$ cat src/rtl/hifp_result_packer.sv
// Packs 32-bit per-work-item results into 512-bit lines keyed by global id and
// writes completed or flushed lines through an Avalon-MM write master.
module hifp_result_packer #(
    parameter int MAX_PENDING = 8,
    parameter int PENDING_W   = 4
) (
    input  logic         clock,
    input  logic         reset,
    input  logic         m_valid_in,
    output logic         m_ready_out,
    input  logic [31:0]  m_input_0,
    input  logic [31:0]  m_input_global_id_0,
    input  logic [31:0]  m_input_base_addr,
    input  logic         m_flush,
    output logic         m_idle,
    output logic [31:0]  avm_out_address,
    output logic         avm_out_write,
    output logic [511:0] avm_out_writedata,
    output logic [63:0]  avm_out_byteenable,
    output logic [4:0]   avm_out_burstcount,
    input  logic         avm_out_waitrequest,
    input  logic         avm_out_writeack
);
    logic [511:0]         fill_data_q, fill_data_d;
    logic [15:0]          fill_be_q, fill_be_d;
    logic [27:0]          fill_line_q, fill_line_d;
    logic                 flush_pending_q, flush_pending_d;
    logic [511:0]         out_data_q, out_data_d;
    logic [63:0]          out_be_q, out_be_d;
    logic [31:0]          out_addr_q, out_addr_d;
    logic                 out_busy_q, out_busy_d;
    logic [PENDING_W-1:0] pending_q, pending_d;

    logic [3:0]   slot;
    logic [27:0]  line;
    logic         accept, wr_done, ack_ok, flush_req, evict, load_out;
    logic [511:0] cand_data, ld_data;
    logic [15:0]  cand_be, ld_be;
    logic [27:0]  cand_line, ld_line;

    assign slot = m_input_global_id_0[3:0];
    assign line = m_input_global_id_0[31:4];

    assign m_ready_out        = !out_busy_q && !reset;
    assign avm_out_write      = out_busy_q && (pending_q < PENDING_W'(MAX_PENDING)) && !reset;
    assign m_idle             = (fill_be_q == '0) && !out_busy_q && (pending_q == '0) && !flush_pending_q;
    assign avm_out_address    = out_addr_q;
    assign avm_out_writedata  = out_data_q;
    assign avm_out_byteenable = out_be_q;
    assign avm_out_burstcount = 5'd1;

    assign accept    = m_valid_in && m_ready_out;
    assign wr_done   = avm_out_write && !avm_out_waitrequest;
    assign ack_ok    = avm_out_writeack && (pending_q != '0);
    assign flush_req = flush_pending_q || m_flush;
    assign evict     = accept && (fill_be_q != '0) && (line != fill_line_q);

    always_comb begin
        // Fill buffer as it would look with the accepted word merged in.
        cand_data = fill_data_q;
        cand_be   = fill_be_q;
        cand_line = fill_line_q;
        if (accept && !evict) begin
            cand_data[{slot, 5'b0} +: 32] = m_input_0;
            cand_be[slot]                 = 1'b1;
            cand_line                     = line;
        end

        fill_data_d     = cand_data;
        fill_be_d       = cand_be;
        fill_line_d     = cand_line;
        flush_pending_d = flush_req;
        load_out        = 1'b0;
        ld_data         = fill_data_q;
        ld_be           = fill_be_q;
        ld_line         = fill_line_q;

        if (evict) begin
            // Old line leaves; a pending flush now applies to the new line.
            load_out                        = 1'b1;
            fill_data_d                     = '0;
            fill_data_d[{slot, 5'b0} +: 32] = m_input_0;
            fill_be_d                       = 16'd1 << slot;
            fill_line_d                     = line;
        end else if ((cand_be == '1) || (flush_req && (cand_be != '0) && !out_busy_q)) begin
            load_out        = 1'b1;
            ld_data         = cand_data;
            ld_be           = cand_be;
            ld_line         = cand_line;
            fill_data_d     = '0;
            fill_be_d       = '0;
            flush_pending_d = 1'b0;
        end else if (cand_be == '0) begin
            flush_pending_d = 1'b0;
        end

        out_data_d = out_data_q;
        out_be_d   = out_be_q;
        out_addr_d = out_addr_q;
        out_busy_d = out_busy_q && !wr_done;
        if (load_out) begin
            out_data_d = ld_data;
            for (int i = 0; i < 16; i++) out_be_d[4*i +: 4] = {4{ld_be[i]}};
            out_addr_d = m_input_base_addr + 32'({ld_line, 6'b0});
            out_busy_d = 1'b1;
        end

        pending_d = pending_q;
        if (wr_done && !ack_ok)      pending_d = pending_q + PENDING_W'(1);
        else if (!wr_done && ack_ok) pending_d = pending_q - PENDING_W'(1);
    end

    always_ff @(posedge clock) begin
        if (reset) begin
            fill_data_q     <= '0;
            fill_be_q       <= '0;
            fill_line_q     <= '0;
            flush_pending_q <= 1'b0;
            out_data_q      <= '0;
            out_be_q        <= '0;
            out_addr_q      <= '0;
            out_busy_q      <= 1'b0;
            pending_q       <= '0;
        end else begin
            fill_data_q     <= fill_data_d;
            fill_be_q       <= fill_be_d;
            fill_line_q     <= fill_line_d;
            flush_pending_q <= flush_pending_d;
            out_data_q      <= out_data_d;
            out_be_q        <= out_be_d;
            out_addr_q      <= out_addr_d;
            out_busy_q      <= out_busy_d;
            pending_q       <= pending_d;
        end
    end
endmodule
$ cat config.mk
export PLATFORM = sky130hd
export DESIGN_NAME = hifp_result_packer
export DESIGN_NICKNAME = d
export VERILOG_FILES = /design/src/rtl/hifp_result_packer.sv
export SDC_FILE = /design/constraint.sdc
export NUM_CORES = 2
export LEC_CHECK = 0
export ABC_CLOCK_PERIOD_IN_PS = 8500
export BUFFER_PORTS_ARGS = -buffer_cell sky130_fd_sc_hd__buf_4
export CELL_PAD_IN_SITES_DETAIL_PLACEMENT = 0
export CELL_PAD_IN_SITES_GLOBAL_PLACEMENT = 1
export CORE_AREA = 2 2 373 375
export CTS_BUF_LIST = sky130_fd_sc_hd__clkbuf_8 sky130_fd_sc_hd__clkbuf_16
export DETAILED_ROUTE_END_ITERATION = 6
export DIE_AREA = 0 0 375 377
export GPL_TIMING_DRIVEN = 0
export HOLD_SLACK_MARGIN = 0.15
export PLACE_DENSITY_LB_ADDON = 0.1
export SLEW_MARGIN = 5
export SYNTH_ARGS = -nofsm -noshare
export SYNTH_HDL_FRONTEND = slang
export SYNTH_SLANG_ARGS = --single-unit
$ cat constraint.sdc
create_clock -name clock -period 8.5 [get_ports clock]
set_input_delay 1.7 -clock clock [delete_from_list [all_inputs] [get_ports clock]]
set_output_delay 1.7 -clock clock [all_outputs]
set_load 0.05 [all_outputs]
==> impl_metrics.yaml <==
run_status:
  status: "finished, violations left"
  violations: "DRC, capacitance limit, slew limit"
clocking:
  cts-hold-fix-buffers: 0
  clockBufferDepth: 3
  cts_tree: "built"
  clkLatencyLatePin_ns: 0.81
  h-tree-depth: 4
  post-cts-setup-buffers: 0
  numCtsBuffers: 136
  root_buffer: "clkbuf_16"
  path_clk_slew_ns: 0.06
  cts_sinks: 1122
route:
  drcViolationCount: 8
  drtIter0Drc: 7617
  dr.pass1.iters: 7
  vias_per_cell: 6.106
  routed_wl_um: 295000
  vias: 58390
  wl_per_cell_um: 30.85
  postRouteAntennaNets: 0
min_path:
  worstHoldStart: "avm_out_address[15]$_SDFFE_PP0P_"
  hold_path_class: "reg2reg"
synth:
  synthCells: 6794
  netlist_area_mm2: 0.05184
  synth-main-ff-cell: "dfxtp_1"
  synth_cell_types: 77
  synth_edf_count: 0
  avgSynthCellArea_um2: 7.631
  ys_seq_area_share_pct: 43.33
  synth_top_area_share_pct: 43.33
  synth_top_cell_by_area: "dfxtp_1"
  async_flop_share_pct: 0
  synth-seq-cells: 1122
  ys_top_cells_by_area: "dfxtp_1 43%, nor2_1 9.4%, nand2_1 5.0%"
  ys_warn_count: 0
final_layout:
  final_common_cell: "nor2_1"
  area_delta_synth_final_pct: 23.31
  finalNonFillerCells: 9562
  layout_common_cells: "1302 x nor2_1, 1122 x dfxtp_1, 775 x buf_4, 696 x nand2_1, 514 x clkbuf_1"
  multi_input_area_mm2: 0.02615
  post_route_cells_drive_above_1_share_pct: 14.94
  seqCellArea_mm2: 0.02246
  fillers: 14090
  nNetsFinal: 7786
floorplan:
  die_y_um: 377
  dieArea_mm2: 0.1414
  die_w_um: 375
  core-area_mm2: 0.1370
  ios: 718
  rows: 136
  start_util_pct: 37.85
setup_path:
  r2r-start: "fill_be_q[3]$_SDFF_PP0_"
  crit_path_end_kind: "flip-flop"
  critPathArrivalTime_ns: 8.86
  cp_common_cell: "a21oi_1"
  startpoint: "m_input_global_id_0[0]"
  crit_fanout: 28
  startpoint_type: "input port"
  slowest_delay_ns: 0.47
  cpMaxStageDelayCell: "fa_1"
  cp.required_ns: 9.16
  critPathBufInv: 8
  crit_type: "in2reg"
  crit_family: "compound AO/OA/AOI/OAI gates"
placement:
  pre_cts_ws_ns: -2.672
  gp_congestion: 0.9878
  placed_cells: 9303
  portBuffers: 711
  hpwl_um: 216800
run:
  drv_cap: 2
sta:
  fin_hold_ws_ns: 0.4497
  timing_hold_violations_final: 0
  setup_violations: 0
  worstMarginPinSlew_ns: 1.662
  finClkSkew_ns: 0.03020
  relSlewSlack_pct: -10.83
  layout_setup_ws_ns: 0.2915
  fin_crit_ns: 8.209
  rsz0062_at_grt: "no"
  fin_crit_sh_pct: 96.57
  max_freq_mhz: 121.8
  slew_viol_final: 22
power:
  ir_drop_mv: 0.1923
  leakage_nw: 24.29
  pwr_density_cell_mw_per_mm2: 292.3
global_route:
  grtUsageTotal_pct: 39.87
  grt_pass1_wl_um: 402700
  grt_max_degree: 20
  grt-ovfl-total: 0
  grt_pass1_vias: 52540
  antenna_found_initial: 51
## per-stage QoR
step	total power, mW	util [%]	instance area [um2]	setup TNS, ns
floorplan	10.32	-	51850	0
global placement	12.82	43.39	59440	-342.89
detailed placement	12.84	43.44	59500	-304.55
CTS	18.55	46.61	63840	0
global route	19.15	46.63	63870	0
finish	18.69	46.67	63930	0
## worst reg2reg max path, delay by kind of cell, from the launching register on
family	cells	cell delay [ns]
buffers and inverters	3	0.79
AO/OA/AOI/OAI	10	2.55
AND/OR/NAND/NOR	8	2.46
flip-flops	1	0.40
multiplexers	1	0.34
adder cells (fa/ha/maj)	2	0.71
## power breakdown
group / internal (mW) / switching [mW] / total [mW]
logic: 1.79 / 4.68 / 6.47
registers: 5.82 / 0.613 / 6.43
clock network: 3.32 / 2.47 / 5.79
## synth_stat cells, drive strengths merged, types with 3 or more instances
cell and instances:
nor2 1302, dfxtp 1122, nand2 697, clkbuf 553, o21ai 502, a21oi 464
nor3 348, a211oi 233, or3 228, buf 174, a22oi 148, o21a 137
nand3 114, o211ai 103, o22a 75, a32oi 71, a22o 47, and3 46
nand2b 44, and2 41, ha 37, inv 35, xor2 33, o2bb2ai 32
mux2 28, o31a 24, a31oi 19, nor4 19, xnor2 16, nand4 14
a21o 9, a32o 9, nor2b 8, o21bai 8, o32a 5, a2111oi 4
a41oi 4, and4 4, nor3b 4, or2 4, mux2i 3, or4 3
## layout make-up
cell class,instances,area share [%]
Inverter,35,0.2055
Timing Repair Buffer,713,8.410
Clock inverter,60,0.5793
Buffer,724,4.969
Sequential cell,1122,35.14
Multi-Input combinational cell,4913,40.91
Antenna cell,29,0.1135
Clock buffer,172,6.169
Tap cell,1794,3.511
## state kept, by name, indices dropped and copies added, names as in the netlist, named ones only
name / flops
fill_be_q: 16
flush_pending_q: 1
fill_data_q: 512
out_busy_q: 1
pending_q: 4
avm_out_writedata: 512
avm_out_address: 32
fill_line_q: 2
avm_out_byteenable: 16
## metal layers
layer	up-vias	share of wire (%)	global-route usage, %	wire (um)
li1	25420	-	-	-
met5	-	0.065	0	192
met2	3787	42	58.17	122800
met3	827	11	10.76	33030
met4	22	7.0	25.26	20750
met1	28340	40	51.89	118200
## cells by family after synthesis
logic type                 after synthesis  share of synthesized area (%)
AOI/OAI and AO/OA                     1909                          23.70
xor gates and xnor gates                49                         0.8278
adders and majority gates               39                         0.9702
buffers and inverters                  762                          6.290
DFF                                   1122                          43.33
muxes                                   31                         0.6661
other                                    2                        0.01449
and+or+nand+nor                       2880                          24.21
## repair_timing
action / 4_1_cts / 5_1_grt
endpoints found under the setup margin: 188 / 5
pin swaps: 0 / 0
endpoints found under the hold margin: 0 / 0
resized for setup: 10 / 5
## path summary, 6_finish.rpt
| kind | slack, ns | end | cells past startpoint |
|---|---|---|---|
| hold / removal | 0.45 | avm_out_address[15]$_SDFFE_PP0P_ | 2 |
| setup reg to reg | 1.11 | avm_out_address[30]$_SDFFE_PP0P_ | 24 |
| hold reg to reg | 0.45 | avm_out_address[15]$_SDFFE_PP0P_ | 2 |
| setup / recovery | 0.29 | avm_out_address[30]$_SDFFE_PP0P_ | 28 |
Power figures use the tool's default switching activity.
